### src/rtl/uart_pkg.sv
// Shared types for the UART receiver: FSM state codes, data-width and parity encodings,
// and the per-frame configuration latched at start detection.
package uart_pkg;

    // FSM state codes
    typedef logic [2:0] rx_state_t;
    localparam rx_state_t StIdle   = 3'd0;
    localparam rx_state_t StStart  = 3'd1;
    localparam rx_state_t StData   = 3'd2;
    localparam rx_state_t StParity = 3'd3;
    localparam rx_state_t StStop   = 3'd4;

    // data_width_i encoding: number of data bits is 5 + code
    typedef enum logic [1:0] {
        Width5 = 2'b00,
        Width6 = 2'b01,
        Width7 = 2'b10,
        Width8 = 2'b11
    } data_width_e;

    typedef enum logic {
        ParityEven = 1'b0,
        ParityOdd  = 1'b1
    } parity_mode_e;

    // Frame format, frozen for the duration of one frame
    typedef struct packed {
        data_width_e  width;
        logic         parity_en;
        parity_mode_e parity_mode;
        logic         two_stop;
    } rx_cfg_t;

    // Index of the last data bit for a given width code
    function automatic logic [2:0] last_bit_idx(data_width_e w);
        return 3'd4 + {1'b0, w};
    endfunction

endpackage

### src/rtl/sync_ff.sv
// Multi-flop synchronizer for an asynchronous single-bit input; resets to 1 so an idle-high
// line is not mistaken for a start bit when reset releases.
module sync_ff #(
    parameter int unsigned STAGES = 2
) (
    input  logic clk_i,
    input  logic rst_n_i,
    input  logic d_i,
    output logic q_o
);

    logic [STAGES-1:0] sync_q;

    // Shift the input through the flop chain
    always_ff @(posedge clk_i or negedge rst_n_i) begin
        if (!rst_n_i) begin
            sync_q <= '1;
        end else begin
            sync_q <= {sync_q[STAGES-2:0], d_i};
        end
    end

    assign q_o = sync_q[STAGES-1];

endmodule

### src/rtl/uart_receiver.sv
// UART receiver: 16x oversampled, 5-8 data bits, optional parity, 1 or 2 stop bits.
// Holds one received frame for the consumer and flags overrun when it is overwritten.
module uart_receiver
    import uart_pkg::*;
#(
    parameter int unsigned SYNC_STAGES = 2
) (
    input  logic       clk_i,
    input  logic       rst_n_i,
    input  logic       ov_baud_rt_i,
    input  logic       rx_i,
    input  logic [1:0] data_width_i,
    input  logic       parity_en_i,
    input  logic       parity_odd_i,
    input  logic       stop_bits_i,
    input  logic       data_read_i,
    output logic [7:0] data_o,
    output logic       rx_valid_o,
    output logic       parity_err_o,
    output logic       frame_err_o,
    output logic       overrun_err_o,
    output logic       rx_busy_o
);

    logic       rx_s;
    rx_state_t  state_q, state_d;
    logic [3:0] tick_cnt_q, tick_cnt_d;
    logic [2:0] bit_cnt_q, bit_cnt_d;
    logic [7:0] shift_q, shift_d;
    rx_cfg_t    cfg_q, cfg_d;
    logic       frame_bad_q, frame_bad_d;
    logic       par_bad_q, par_bad_d;
    logic       deliver;

    logic [7:0] data_q;
    logic       valid_q, perr_q, ferr_q, ovr_q;

    sync_ff #(
        .STAGES (SYNC_STAGES)
    ) u_sync (
        .clk_i   (clk_i),
        .rst_n_i (rst_n_i),
        .d_i     (rx_i),
        .q_o     (rx_s)
    );

    // Frame FSM: bit timing advances only on oversample ticks
    always_comb begin
        state_d     = state_q;
        tick_cnt_d  = tick_cnt_q;
        bit_cnt_d   = bit_cnt_q;
        shift_d     = shift_q;
        cfg_d       = cfg_q;
        frame_bad_d = frame_bad_q;
        par_bad_d   = par_bad_q;
        deliver     = 1'b0;
        if (ov_baud_rt_i) begin
            tick_cnt_d = tick_cnt_q + 4'd1;
            case (state_q)
                StIdle: begin
                    tick_cnt_d = '0;
                    if (!rx_s) begin
                        state_d               = StStart;
                        bit_cnt_d             = '0;
                        shift_d               = '0;
                        frame_bad_d           = 1'b0;
                        par_bad_d             = 1'b0;
                        cfg_d.width           = data_width_e'(data_width_i);
                        cfg_d.parity_en       = parity_en_i;
                        cfg_d.parity_mode     = parity_mode_e'(parity_odd_i);
                        cfg_d.two_stop        = stop_bits_i;
                    end
                end
                StStart: begin
                    // Mid start bit: a high line here was a glitch, not a start
                    if (tick_cnt_q == 4'd7) begin
                        tick_cnt_d = '0;
                        state_d    = rx_s ? StIdle : StData;
                    end
                end
                StData: begin
                    if (tick_cnt_q == 4'd15) begin
                        shift_d[bit_cnt_q] = rx_s;
                        if (bit_cnt_q == last_bit_idx(cfg_q.width)) begin
                            bit_cnt_d = '0;
                            state_d   = cfg_q.parity_en ? StParity : StStop;
                        end else begin
                            bit_cnt_d = bit_cnt_q + 3'd1;
                        end
                    end
                end
                StParity: begin
                    if (tick_cnt_q == 4'd15) begin
                        par_bad_d = (^shift_q) ^ rx_s ^ (cfg_q.parity_mode == ParityOdd);
                        state_d   = StStop;
                    end
                end
                StStop: begin
                    if (tick_cnt_q == 4'd15) begin
                        if (!rx_s) begin
                            frame_bad_d = 1'b1;
                        end
                        if (bit_cnt_q == {2'b00, cfg_q.two_stop}) begin
                            deliver   = 1'b1;
                            bit_cnt_d = '0;
                            state_d   = StIdle;
                        end else begin
                            bit_cnt_d = bit_cnt_q + 3'd1;
                        end
                    end
                end
                default: state_d = StIdle;
            endcase
        end
    end

    // Frame FSM state and datapath registers
    always_ff @(posedge clk_i or negedge rst_n_i) begin
        if (!rst_n_i) begin
            state_q     <= StIdle;
            tick_cnt_q  <= '0;
            bit_cnt_q   <= '0;
            shift_q     <= '0;
            cfg_q       <= '0;
            frame_bad_q <= 1'b0;
            par_bad_q   <= 1'b0;
        end else begin
            state_q     <= state_d;
            tick_cnt_q  <= tick_cnt_d;
            bit_cnt_q   <= bit_cnt_d;
            shift_q     <= shift_d;
            cfg_q       <= cfg_d;
            frame_bad_q <= frame_bad_d;
            par_bad_q   <= par_bad_d;
        end
    end

    // Holding register and consumer handshake; overrun only when unread data is lost
    always_ff @(posedge clk_i or negedge rst_n_i) begin
        if (!rst_n_i) begin
            data_q  <= '0;
            valid_q <= 1'b0;
            perr_q  <= 1'b0;
            ferr_q  <= 1'b0;
            ovr_q   <= 1'b0;
        end else begin
            if (deliver) begin
                data_q  <= shift_q;
                perr_q  <= par_bad_q;
                ferr_q  <= frame_bad_d;
                valid_q <= 1'b1;
            end else if (data_read_i && valid_q) begin
                valid_q <= 1'b0;
            end
            if (deliver && valid_q && !data_read_i) begin
                ovr_q <= 1'b1;
            end else if (data_read_i && valid_q) begin
                ovr_q <= 1'b0;
            end
        end
    end

    assign data_o        = data_q;
    assign rx_valid_o    = valid_q;
    assign parity_err_o  = perr_q;
    assign frame_err_o   = ferr_q;
    assign overrun_err_o = ovr_q;
    assign rx_busy_o     = (state_q != StIdle);

endmodule
### config.mk
export PLATFORM = sky130hd
export DESIGN_NAME = uart_receiver
export DESIGN_NICKNAME = d
export VERILOG_FILES = /design/src/rtl/uart_pkg.sv /design/src/rtl/sync_ff.sv /design/src/rtl/uart_receiver.sv
export SDC_FILE = /design/constraint.sdc
export NUM_CORES = 1
export LEC_CHECK = 0
export ABC_AREA = 1
export CAP_MARGIN = 25
export CORE_AREA = 2 2 66 68
export CTS_CLUSTER_DIAMETER = 100
export DETAILED_ROUTE_END_ITERATION = 8
export DIE_AREA = 0 0 68 70
export DONT_BUFFER_PORTS = 1
export PLACE_DENSITY_LB_ADDON = 0.08
export SETUP_SLACK_MARGIN = 0.3
export SYNTH_ARGS = -nofsm -noshare
export SYNTH_HDL_FRONTEND = slang
export SYNTH_SLANG_ARGS = --single-unit
export TNS_END_PERCENT = 20
### constraint.sdc
create_clock -name clk_i -period 1.7 [get_ports clk_i]
set_input_delay 0.34 -clock clk_i [delete_from_list [all_inputs] [get_ports clk_i]]
set_output_delay 0.34 -clock clk_i [all_outputs]
set_load 0.1 [all_outputs]
-- Yosys cells after proc, flatten, opt, wreduce, memory -nomap -nowiden
Cells that the tools add are included.
- bits of input ports: 10
- logic and storage cells: 96
- bits in registers: 39
- $lt $le $gt $ge: 2
- muxes and demuxes: 39
- reduce and logical (&&, ||, !) cells: 18
- eq/ne operators: 15
- bitwise operators: 3
- add/subtract/negate cells: 3
- operators with widths (operator ; count):
    $mux 3 ; 13
    $mux 8 ; 2
    $pmux 8 s2 ; 1
    $pmux 3 s5 ; 1
    $mux 1 ; 14
    $ne 2x2->1 const B ; 7
    $pmux 3 s3 ; 1
    $bwmux 8 ; 1
    $pmux 4 s2 ; 1
    $reduce_and 4->1 ; 2
    $reduce_and 8->1 ; 1
    $reduce_bool 2->1 ; 4
    $reduce_xor 8->1 ; 1
    $eq 3x2->1 const B ; 2
    $reduce_bool 3->1 ; 2
    $reduce_and 5->1 ; 1
    $add 4x1->4 const B ; 1
    $eq 4x3->1 const B ; 1
    $eq 4x4->1 const B ; 1
    $logic_and 1x1->1 ; 4
    $lt 3x4->1 const B ; 1
    $mux 4 ; 1
    $pmux 1 s2 ; 2
    $add 3x1->3 const B ; 1
    other kinds (13) ; 14

-- Logic depth before layout (Yosys ltp)
Gate-level depths: netlist of run 1.
- depth after elaboration: 8
- mapped depth: 11
- gate-level depth less buffers: 11

-- Modules after synthesis
From an unflattened synthesis of run 1, not the netlist that was laid out.
- cells, all modules: 285
- area, all modules: 2083.2 µm²
- modules (own cells, without submodules) (module ; seq. area each (µm²) ; cells each ; area each (µm²) ; instances):
    uart_receiver ; 925.9 ; 283 ; 2030.7 ; 1
    sync_ff ; 52.6 ; 2 ; 52.6 ; 1

-- Worst setup path before layout of run 1
Ideal clock, no wire load.
- path kind: register to register
- start point: register state_q[1]
- end point: register ferr_q, in the netlist frame_err_o
- required time: 1578 ps
- setup slack: -353 ps
- data arrival time: 1931 ps
- buffers on the path: 0
- stages on the path, launching flop included: 11
- path through: dfrtp_1 -> nor2_2 -> nand2_1 -> inv_1 -> nand2_1 -> nor2_4 -> inv_1 -> nand2_1 -> nand2_1 -> nand2_1 -> nand2_1
- cells in the longest elaborated chain, start to end: 3
- elaborated cells between the ends (all ways): 6
- ends and longest elaborated chain (what ; RTL line ; RTL):
    from (decl) ; uart_receiver.sv:26 ; rx_state_t state_q, state_d;
    from (signal assigned) ; uart_receiver.sv:120 ; state_q <= StIdle;
    from (signal assigned) ; uart_receiver.sv:128 ; state_q <= state_d;
    $eq 3x3->1 / $logic_not 3->1 (equally long branches) ; uart_receiver.sv:59 ; case (state_q)
    $pmux 1 s2 * ; uart_receiver.sv:59 ;
    $mux 1 * ; uart_receiver.sv:57 ; if (ov_baud_rt_i) begin
    named net frame_bad_d ; uart_receiver.sv:31 ; logic frame_bad_q, frame_bad_d;
    to (signal assigned) ; uart_receiver.sv:150 ; ferr_q <= frame_bad_d;
    to (decl) ; uart_receiver.sv:36 ; logic valid_q, perr_q, ferr_q, ovr_q;
The timed path passes the listed nets; every way through them passes the cells marked *.
A chain may end at the register's enable or synchronous reset.

-- Final worst setup path of run 1
- start point: register state_q[1]
- end point: output port rx_busy_o
- cells in the longest elaborated chain, start to end: 1
- ends and longest elaborated chain (what ; RTL line ; RTL):
    $reduce_bool 3->1 ; uart_receiver.sv:168 ; assign rx_busy_o = (state_q != StIdle);
    to (decl) ; uart_receiver.sv:22 ; output logic rx_busy_o
Every way passes these cells.

==> summary.txt, run 1 <==
Status
  – Status: complete, no violations

Worst hold path
  – Min-delay src: rx_i
  – Hold Crit Depth: 0
  – Worst Hold End: u_sync.sync_q[0]
  – Worst hold path type: input pin to flip-flop

Routing
  – Drt drc: 0
  – Drt wl/cell: 12.34 microns
  – Final WL: around 4800 microns
  – Initial DRT Pass Iterations: 4
  – Drt via density: ~5
  – Total number of vias: 1936
  – Routed Antenna Nets: 0
  – Initial drt markers: 65

Logic synthesis
  – Synth area leader: dfrtp_1
  – Top-area cell type share of the netlist area: 0.4340
  – Post-synthesis xor/xnor area fraction: 0.02463
  – Post-synthesis cell area: about 2100 sq um
  – Post-synthesis compound-gate area fraction: 0.08328
  – Top post-synthesis cells by area: dfrtp_1, nand2_1, inv_1
  – #FFs+latches synth: 39
  – Seq/Total Area, Yosys: 0.4587
  – Area share of fa/ha/maj cells after synthesis: 0.01173
  – Avg Inst Size Synth: 7.281 sq um
  – Post-synth cell types: 25
  – Largest family of logic cells by synthesized area: simple AND/OR/NAND/NOR gates
  – Mux cell area share after synthesis: 0
  – Synthesized Nets: 305
  – Post-Syn Instances: just under 300
  – Synth warn: 0
  – Post-synthesis simple-gate area fraction: 0.3431

Job
  – Max-cap check violation count: 0

Floorplan
  – Die width: between 60 and 70 microns
  – Die span in y: around 70 microns
  – Core area: 4144 sq um
  – Die area: 4760 sq um
  – Starting density of the core: 0.5148
  – Num ports: 23
  – Std cell rows: 24

Clock tree
  – Root Driver: clkbuf_8
  – Clock-pin slew on the worst setup and hold paths: 0.08 ns
  – Maximum clock path buffer count: 2
  – CTS Sinks: 39
  – H-tree depth: 2
  – CTS Buf Count: 5
  – CTS tree: done
  – Clock latency on the worst-skew pair: 0.30 ns

Timing
  – Final setup viols: 0
  – Final Max Tran Viols: 0
  – Max Fclk: 647.1 MHz
  – Period utilization: 0.9090
  – Headroom to the max-slew limit: 0.7969
  – Worst Tran Pin Value: 0.3047 ns
  – Setup TNS: 0 ns
  – RSZ-0062 raised after global routing: yes
  – Final Skew: about 0.0095 ns
  – Minimum clock period: 1.545 ns
  – Hold Violations, Final: 0

Critical path
  – Crit path cell chain: nor2_4 -> nand2_8 -> buf_12
  – Critical-path maximum fanout: 4
  – Setup slack on the worst flop-to-flop path: 0.19 ns
  – CP endpoint kind: primary output
  – Reg2reg start: bit_cnt_q[1]
  – Worst path slowest cell: dfrtp_2
  – WP data required: about 1.4 ns
  – Crit Path Class: flip-flop to primary output
  – Element type at the critical path start: flip-flop
  – End of the worst register-to-register path: frame_err_o
  – Crit-path max cell delay: 0.45 ns
  – R2R depth: 8
  – WP data arrival: 1.21 ns

Placement
  – Port Buffers: 0
  – Placer congestion estimate: 0.8422
  – Post-DP HPWL: 3166 microns
  – DP Cell Count: about 360
  – Placement Cell Area: around 2400 sq um

Power
  – Design Power: approximately 3800 uW
  – Maximum VDD drop: 0.8592 mV
  – Leak: around 0.0014 uW
  – PwrDens: between 1000 and 1500 nW/um^2

Final layout
  – Post-layout util: 0.6606
  – Final instance area: 2738 sq um
  – Commonest non-fill, non-tap cell in the layout: nand2_1
  – N_diodes: 0
  – Most frequent cells in the layout: nand2_1, dfrtp_1, inv_1, buf_4
  – Synthesis-to-finish area growth: 28.33%
  – Layout cells sized above 1: 0.2545
  – Final Net Count: 345
  – Post-route insts no fill: 386

GRT
  – Pin count of the biggest net entering global routing: 40
  – Number of global-route vias before repair: roughly 1800
  – Total track usage: 0.2228
  – Initial antenna violation count: 0
  – Gr ovfl total: 0
  – First-pass GRT wire length: 8086 microns
[layout make-up]
cell class / count / area [sq um]
Clock inverter: 2 / 35.03
Fill cell: 356 / 1406
Timing Repair inverter: 2 / 17.52
Tap cell: 52 / 65.06
Multi-Input combinational cell: 215 / 1085
Sequential cell: 39 / 984.7
Inverter: 34 / 142.6
Clock buffer: 6 / 82.58
Timing Repair Buffer: 36 / 325.3
[repair_timing]
action	CTS	global route
endpoints found under the hold margin	39	0
hold buffers	2	0
gates resized for setup	18	17
buffers inserted	10	3
setup endpoints to repair	28	36
pin swaps	3	3
cloned	0	2
[sequential cells by signal (all words and copies together), names as in the netlist]
name / flops
data_o: 8
shift_q: 8
cfg_q: 5
tick_cnt_q: 4
bit_cnt_q: 3
state_q: 3
u_sync.sync_q: 2
frame_bad_q: 1
frame_err_o: 1
overrun_err_o: 1
par_bad_q: 1
parity_err_o: 1
rx_valid_o: 1
[worst max path at each step]
stage,start,endpoint,slack [ns],cells past startpoint
floorplan,state_q[0],data_o[6],0.16,7
finish,state_q[1],rx_busy_o,0.15,3
global placement,state_q[2],shift_q[5],0.1,10
detailed placement,state_q[1],shift_q[4],0.05,9
CTS,state_q[1],rx_busy_o,0.16,3
global route,tick_cnt_q[0],bit_cnt_q[2],0.1,9
[cells by family (layout without fill, tap and decap cells)]
group / count (synthesis) / count (layout)
and+or+nand+nor: 176 / 176
DFF: 39 / 39
buffers and inverters: 39 / 80
AOI/OAI and AO/OA: 31 / 31
xor gates and xnor gates: 6 / 6
adders and majority gates: 2 / 2
[power by group]
part / total (uW) / internal, uW / leakage, uW / switching (uW)
Sequential: 1270 / 1100 / 0.000512 / 167
Combinational: 1700 / 646 / 0.000863 / 1050
Clock: 808 / 475 / 0.0000612 / 333
[routing by layer]
layer / global-route usage / vias to the layer above / part of all wire
li1: - / 994 / -
met1: 0.2847 / 893 / 0.45
met2: 0.3743 / 42 / 0.50
met3: 0.05314 / 7 / 0.038
met4: 0.05333 / 0 / 0.011
met5: 0 / - / 0
[critical path, delay by kind of cell (launching register included)]
kind	cells	cell delay, ns
flops	1	0.45
simple gates	2	0.29
buf+inv	1	0.16
[Yosys cell counts (all sizes together)]
| cell type | instances |
|---|---|
| buf | 5 |
| nand2 | 124 |
| inv | 34 |
| nor4 | 1 |
| a21oi | 6 |
| dfrtp | 37 |
| nor3 | 5 |
| a21boi | 1 |
| ha | 2 |
| xnor2 | 4 |
| xor2 | 2 |
| a31oi | 1 |
| nand4 | 1 |
| nand3 | 20 |
| o21ai | 23 |
| dfstp | 2 |
| nor2 | 25 |
[metrics by stage]
stage	worst slack, ns	hold WS [ns]
floorplan	0.1590	0.04441
global placement	0.09790	0.04519
detailed placement	0.04903	0.04550
CTS	0.1582	0.02541
global route	0.09695	0.01884
finish	0.1546	0.03475
No activity file was read; power rests on OpenSTA's default activity.
==> run 2: changes to the inputs <==
- CORE_AREA: 2 2 66 68 -> 2 2 77 79
- DIE_AREA: 0 0 68 70 -> 0 0 79 81
==> summary.txt, run 2 (synthesis results as in run 1) <==
Critical path
  – Reg2reg start: tick_cnt_q[1]
  – End of the worst register-to-register path: frame_err_o
  – Crit-path max cell delay: between 0.4 and 0.5 ns
  – Crit path max-delay family: flip-flops
  – WP data required: 1.36 ns
  – R2R depth: 8
  – Crit Path Class: flip-flop to primary output
  – Setup slack on the worst flop-to-flop path: roughly 0.2 ns
  – Element type at the critical path start: flip-flop
  – Worst path slowest cell: dfrtp_2
  – Critical-path maximum fanout: 5
  – WP data arrival: 1.19 ns
  – CP bufs+invs: 1
  – Crit path cell chain: nor2_4 -> nand2_8 -> buf_12
  – CP endpoint kind: primary output

Floorplan
  – Std cell rows: 28
  – Die width: 79 microns
  – Starting density of the core: 0.3759
  – Die span in y: slightly above 80 microns
  – Num ports: 23
  – Core area: ~5700 sq um
  – Die area: 6399 sq um

Worst hold path
  – Min-delay src: rx_i
  – Hold Crit Depth: 0
  – Worst Hold End: u_sync.sync_q[0]
  – Worst hold path type: input pin to flip-flop

Status
  – Status: complete, no violations

Routing
  – Drt drc: 0
  – Routed Antenna Nets: 0
  – Drt wl/cell: 11.53 microns
  – Final WL: between 4000 and 5000 microns
  – Total number of vias: roughly 1900
  – Initial drt markers: 45
  – Initial DRT Pass Iterations: 4
  – Drt via density: 4.592

Timing
  – Final setup viols: 0
  – Max Fclk: 654.5 MHz
  – RSZ-0062 raised after global routing: yes
  – Minimum clock period: 1.528 ns
  – Period utilization: 0.8988
  – Hold Violations, Final: 0
  – Worst Tran Pin Value: 0.2876 ns
  – Final Max Tran Viols: 0
  – Final Skew: 0.003678 ns
  – Setup TNS: 0 ns
  – Headroom to the max-slew limit: 0.8083

GRT
  – Gr ovfl total: 0
  – First-pass GRT wire length: around 8000 microns
  – Initial antenna violation count: 0
  – Total track usage: 0.1617
  – Pin count of the biggest net entering global routing: 40
  – Number of global-route vias before repair: 1730

Job
  – Max-cap check violation count: 0

Final layout
  – Fill cell count: 601
  – N_diodes: 0
  – Commonest non-fill, non-tap cell in the layout: nand2_1
  – Most frequent cells in the layout: nand2_1, buf_4, dfrtp_1
  – Post-layout util: 0.4996
  – Final Net Count: 350
  – Layout cells sized above 1: 0.2861
  – Synthesis-to-finish area growth: 32.90%

Clock tree
  – Clock-pin slew on the worst setup and hold paths: 0.08 ns
  – Maximum clock path buffer count: 2
  – CTS Sinks: 39
  – H-tree depth: 2
  – CTS Buf Count: 5
  – Clock latency on the worst-skew pair: a little under 0.3 ns
  – CTS tree: done
  – Root Driver: clkbuf_8

Placement
  – Post-DP HPWL: 3333 microns
  – Placer congestion estimate: 0.8450
  – Port Buffers: 0

Power
  – PwrDens: 1421 nW/um^2
  – Maximum VDD drop: around 0.67 mV
  – Leak: around 0.0015 uW
==> run 2: changes by cell type in the layout (fill, tap and decap cells not counted), moves of 2 or more <==
cell     delta
inv_2       +2
nand2_2     +5
buf_4       +5
inv_1       -2
inv_6       -2
nand2_1     -6
==> run 2: how the worst max path moves through the flow <==
stage | start | end | depth (start not counted)
final | state_q[1] | rx_busy_o | 3
after global routing | tick_cnt_q[1] | overrun_err_o | 7
after CTS | state_q[1] | overrun_err_o | 6
after detailed placement | state_q[1] | shift_q[5] | 9
after global placement | state_q[1] | shift_q[5] | 9
after floorplan | state_q[0] | data_o[6] | 7
==> run 2: per-stage QoR <==
step / cells / instance area, sq um / total power (uW) / worst slack [ns] / hold slack [ns]
2_1_floorplan: 293 / 2185 / 2372 / 0.1590 / 0.04441
3_3_place_gp: 386 / 2407 / 2722 / 0.02205 / 0.04526
3_5_place_dp: 386 / 2407 / 2731 / 0.03534 / 0.04535
4_1_cts: 404 / 2673 / 3878 / 0.1193 / 0.02774
5_1_grt: 414 / 2835 / 4326 / 0.1083 / 0.02194
6_report: 414 / 2835 / 4029 / 0.1721 / 0.03775
==> run 2: where the power goes <==
| part | total (uW) | leakage [uW] | switching [uW] | internal (uW) |
|---|---|---|---|---|
| clock network | 930 | 0.0000654 | 343 | 587 |
| registers | 1270 | 0.000512 | 165 | 1100 |
| logic | 1830 | 0.000889 | 1090 | 745 |
| total | 4030 | 0.00147 | 1590 | 2440 |
==> run 2: final cells by class <==
| type | count | area, sq um | share of cell area |
|---|---|---|---|
| Clock buffer | 6 | 72.57 | 0.02560 |
| Clock inverter | 2 | 60.06 | 0.02118 |
| Inverter | 34 | 137.6 | 0.04854 |
| Timing Repair inverter | 2 | 11.26 | 0.003972 |
| Timing Repair Buffer | 41 | 362.8 | 0.1280 |
| Sequential cell | 39 | 984.7 | 0.3473 |
| Tap cell | 75 | 93.84 | 0.03310 |
| Multi-Input combinational cell | 215 | 1112 | 0.3923 |
==> run 2: what timing repair did <==
item                                    4_1_cts  5_1_grt
gates cloned                                  0        2
hold buffers                                  2        0
gates resized for setup                      13       32
pin swaps                                     4        8
endpoints found under the setup margin       28       34
hold endpoints to repair                     39        0
buffers inserted                              8        8
==> run 2: layer usage <==
layer	global-route usage	vias up	wire length [microns]
met5	0	-	0
met4	0.04655	0	76
met3	0.04222	7	159
met2	0.2610	33	2230
met1	0.2152	851	2307
li1	-	1010	-
==> run 3: changes to the inputs <==
- ABC_AREA: 1 -> not set
- CORE_AREA: 2 2 77 79 -> 2 2 75 77
- DIE_AREA: 0 0 79 81 -> 0 0 77 79
- SKIP_LAST_GASP: not set -> 1
- SLEW_MARGIN: not set -> 15
==> summary.txt, run 3 <==
Logic synthesis
  – Seq/Total Area, Yosys: 0.4800
  – Top-area cell type share of the netlist area: 0.4543
  – Area share of fa/ha/maj cells after synthesis: 0.01228
  – Post-synthesis compound-gate area fraction: 0.1486
  – Top post-synthesis cells by area: dfrtp_1, mux2_4, xnor2_1
  – Post-synth EDFFs: 0
  – Synth area leader: dfrtp_1
  – Top-count cell post-synth: dfrtp_1
  – Mux cell area share after synthesis: 0.1130
  – Post-synthesis simple-gate area fraction: 0.1559
  – Largest family of logic cells by synthesized area: simple AND/OR/NAND/NOR gates
  – Synthesized Nets: 204
  – Post-Syn Instances: between 150 and 200
  – Post-synth cell types: 51
  – Post-synthesis cell area: 2038 sq um
  – Ys flop type: dfrtp_1
  – #FFs+latches synth: 39
  – Asr flop ratio synth: 1.000
  – Post-synthesis xor/xnor area fraction: 0.05157
  – Synth top cells by count: dfrtp_1, nand2_1, xnor2_1
  – Synth warn: 0
  – Avg Inst Size Synth: 10.62 sq um

Timing
  – Minimum clock period: 1.643 ns
  – Headroom to the max-slew limit: 0.4079
  – Period utilization: 0.9663
  – RSZ-0062 raised after global routing: yes
  – Final Skew: 0.002625 ns
  – Final setup viols: 0
  – Max Fclk: just over 600 MHz
  – Final Worst Setup Slack: 0.05730 ns
  – Hold Violations, Final: 0
  – Final Max Tran Viols: 0
  – Worst Tran Pin Value: roughly 0.89 ns

Worst hold path
  – Hold Crit Depth: 0
  – Min-delay src: rx_i
  – Worst Hold End: u_sync.sync_q[0]
  – Worst hold path type: input pin to flip-flop

Floorplan
  – Die width: 77 microns
  – Num ports: 23
  – Die area: 6083 sq um
  – Core area: around 5300 sq um
  – Starting density of the core: 0.3819
  – Std cell rows: 27
  – Die span in y: 79 microns

GRT
  – Total track usage: 0.1656
  – First-pass GRT wire length: slightly below 8000 microns
  – Pin count of the biggest net entering global routing: 40
  – Number of global-route vias before repair: 1575
  – Gr ovfl total: 0
  – Initial antenna violation count: 0

Power
  – Leak: 0.001265 uW
  – Maximum VDD drop: 0.6254 mV
  – PwrDens: 1017 nW/um^2

Final layout
  – Layout cells sized above 1: 0.3787
  – Commonest non-fill, non-tap cell in the layout: buf_4
  – Final Net Count: 246
  – Post-layout util: 0.4986
  – Most frequent cells in the layout: buf_4, dfrtp_1, nand2_1
  – N_diodes: 0
  – Post-route insts no fill: 307
  – Fill cell count: 505
  – Synthesis-to-finish area growth: 30.57%

Clock tree
  – Clock latency on the worst-skew pair: 0.29 ns
  – Maximum clock path buffer count: 2
  – H-tree depth: 2
  – Clock-pin slew on the worst setup and hold paths: 0.07 ns
  – Root Driver: clkbuf_8
  – CTS Sinks: 39
  – CTS tree: done
  – CTS Buf Count: 5

Status
  – Status: complete, no violations

Critical path
  – Crit path max-delay family: simple AND/OR/NAND/NOR gates
  – CP bufs+invs: 1
  – CP endpoint kind: flip-flop
  – End of the worst register-to-register path: data_o[6]
  – Setup slack on the worst flop-to-flop path: 0.06 ns
  – WP data required: 1.87 ns
  – Element type at the critical path start: flip-flop
  – WP data arrival: 1.81 ns
  – Crit-path max cell delay: between 0.3 and 0.4 ns
  – Crit path cell chain: ha_2 -> and3_4 -> and2_4 -> nand4b_4 -> buf_12 -> mux2_4
  – Worst path slowest cell: dfrtp_1
  – Crit Path Class: flip-flop to flip-flop
  – R2R depth: 6
  – Critical-path maximum fanout: 12
  – Reg2reg start: tick_cnt_q[1]

Routing
  – Drt wl/cell: between 10 and 15 microns
  – Initial drt markers: 59
  – Drt via density: 5.127
  – Routed Antenna Nets: 0
  – Drt drc: 0
  – Initial DRT Pass Iterations: 4
  – Total number of vias: 1574
  – Final WL: 4583 microns

Placement
  – Post-DP HPWL: 3333 microns
  – DP Cell Count: 289
  – Port Buffers: 0
  – Placer congestion estimate: about 0.86
  – Pre-CTS setup slack: around 0.034 ns

Job
  – Max-cap check violation count: 0
==> run 3: cell types whose count changed in the layout (fill, tap and decap cells not counted), moves of 5 or more <==
cell     previous run  this run
nand3_1            17         4
nand2_2            12         2
buf_4              33        38
inv_1              26         5
mux2_4              0         8
nand2_1           109        14
xnor2_1             4        12
mux2_1              0         5
nor2_1             18         9
==> run 3: kinds of logic (layout without fill, tap and decap cells) <==
kind of cell | after synthesis | after routing
compound gates | 47 | 47
xor+xnor | 12 | 12
fa+ha+maj | 2 | 2
buf+inv | 17 | 60
flops | 39 | 39
mux | 18 | 18
simple gates | 57 | 57
==> run 3: area by class of cell <==
type	instances	area, sq um	share of cell area
Clock buffer	7	76.32	0.02868
Tap cell	72	90.09	0.03385
Inverter	7	26.28	0.009873
Timing Repair Buffer	45	389.1	0.1462
Sequential cell	39	979.7	0.3681
Clock inverter	1	5.005	0.001881
Multi-Input combinational cell	136	1095	0.4114
==> run 3: worst max-delay path by stage <==
stage / start / to / slack, ns / cells past startpoint
finish: tick_cnt_q[1] / data_o[6] / 0.06 / 6
CTS: state_q[0] / rx_busy_o / 0.05 / 4
floorplan: tick_cnt_q[0] / data_o[2] / 0.08 / 6
global placement: state_q[0] / frame_err_o / 0.07 / 6
detailed placement: tick_cnt_q[1] / shift_q[1] / 0.03 / 6
global route: tick_cnt_q[0] / shift_q[7] / -0.009 / 6
==> run 3: per-layer routing <==
metal / global-route usage / part of all wire / up-vias
met5: 0 / 0 / -
met4: 0.06607 / 0.020 / 0
met3: 0.03750 / 0.031 / 8
met2: 0.2842 / 0.52 / 28
met1: 0.2031 / 0.43 / 775
li1: - / - / 763
==> run 3: worst reg2reg max path: stages (launching register included) <==
cell and delay [ns]:
dfrtp_1 0.37, ha_2 0.19, and3_4 0.21, and2_4 0.17
nand4b_4 0.11, buf_12 0.18, mux2_4 0.30
==> run 3: repair_timing <==
action                                  4_1_cts  5_1_grt
buffers inserted                              5        3
gates resized for setup                      20        6
cloned                                        0        0
pin swaps                                    10        6
endpoints found under the setup margin       35       39
endpoints found under the hold margin        39        0
hold buffers                                  2        0
==> run 3: per-stage QoR <==
| stage | area, sq um | TNS, ns | hold WS, ns | power [uW] |
|---|---|---|---|---|
| after floorplan | 2049 | 0 | 0.04441 | 1713 |
| final | 2661 | 0 | 0.04458 | 2708 |
| after global placement | 2371 | 0 | 0.04525 | 1987 |
| after global routing | 2661 | -0.03266 | 0.01903 | 2908 |
| after CTS | 2613 | 0 | 0.03057 | 2707 |
| after detailed placement | 2371 | 0 | 0.04560 | 1992 |
==> run 3: report_power, final <==
group | internal (uW) | switching (uW)
combinational | 463 | 496
sequential | 1040 | 111
clock | 288 | 305
total | 1800 | 912
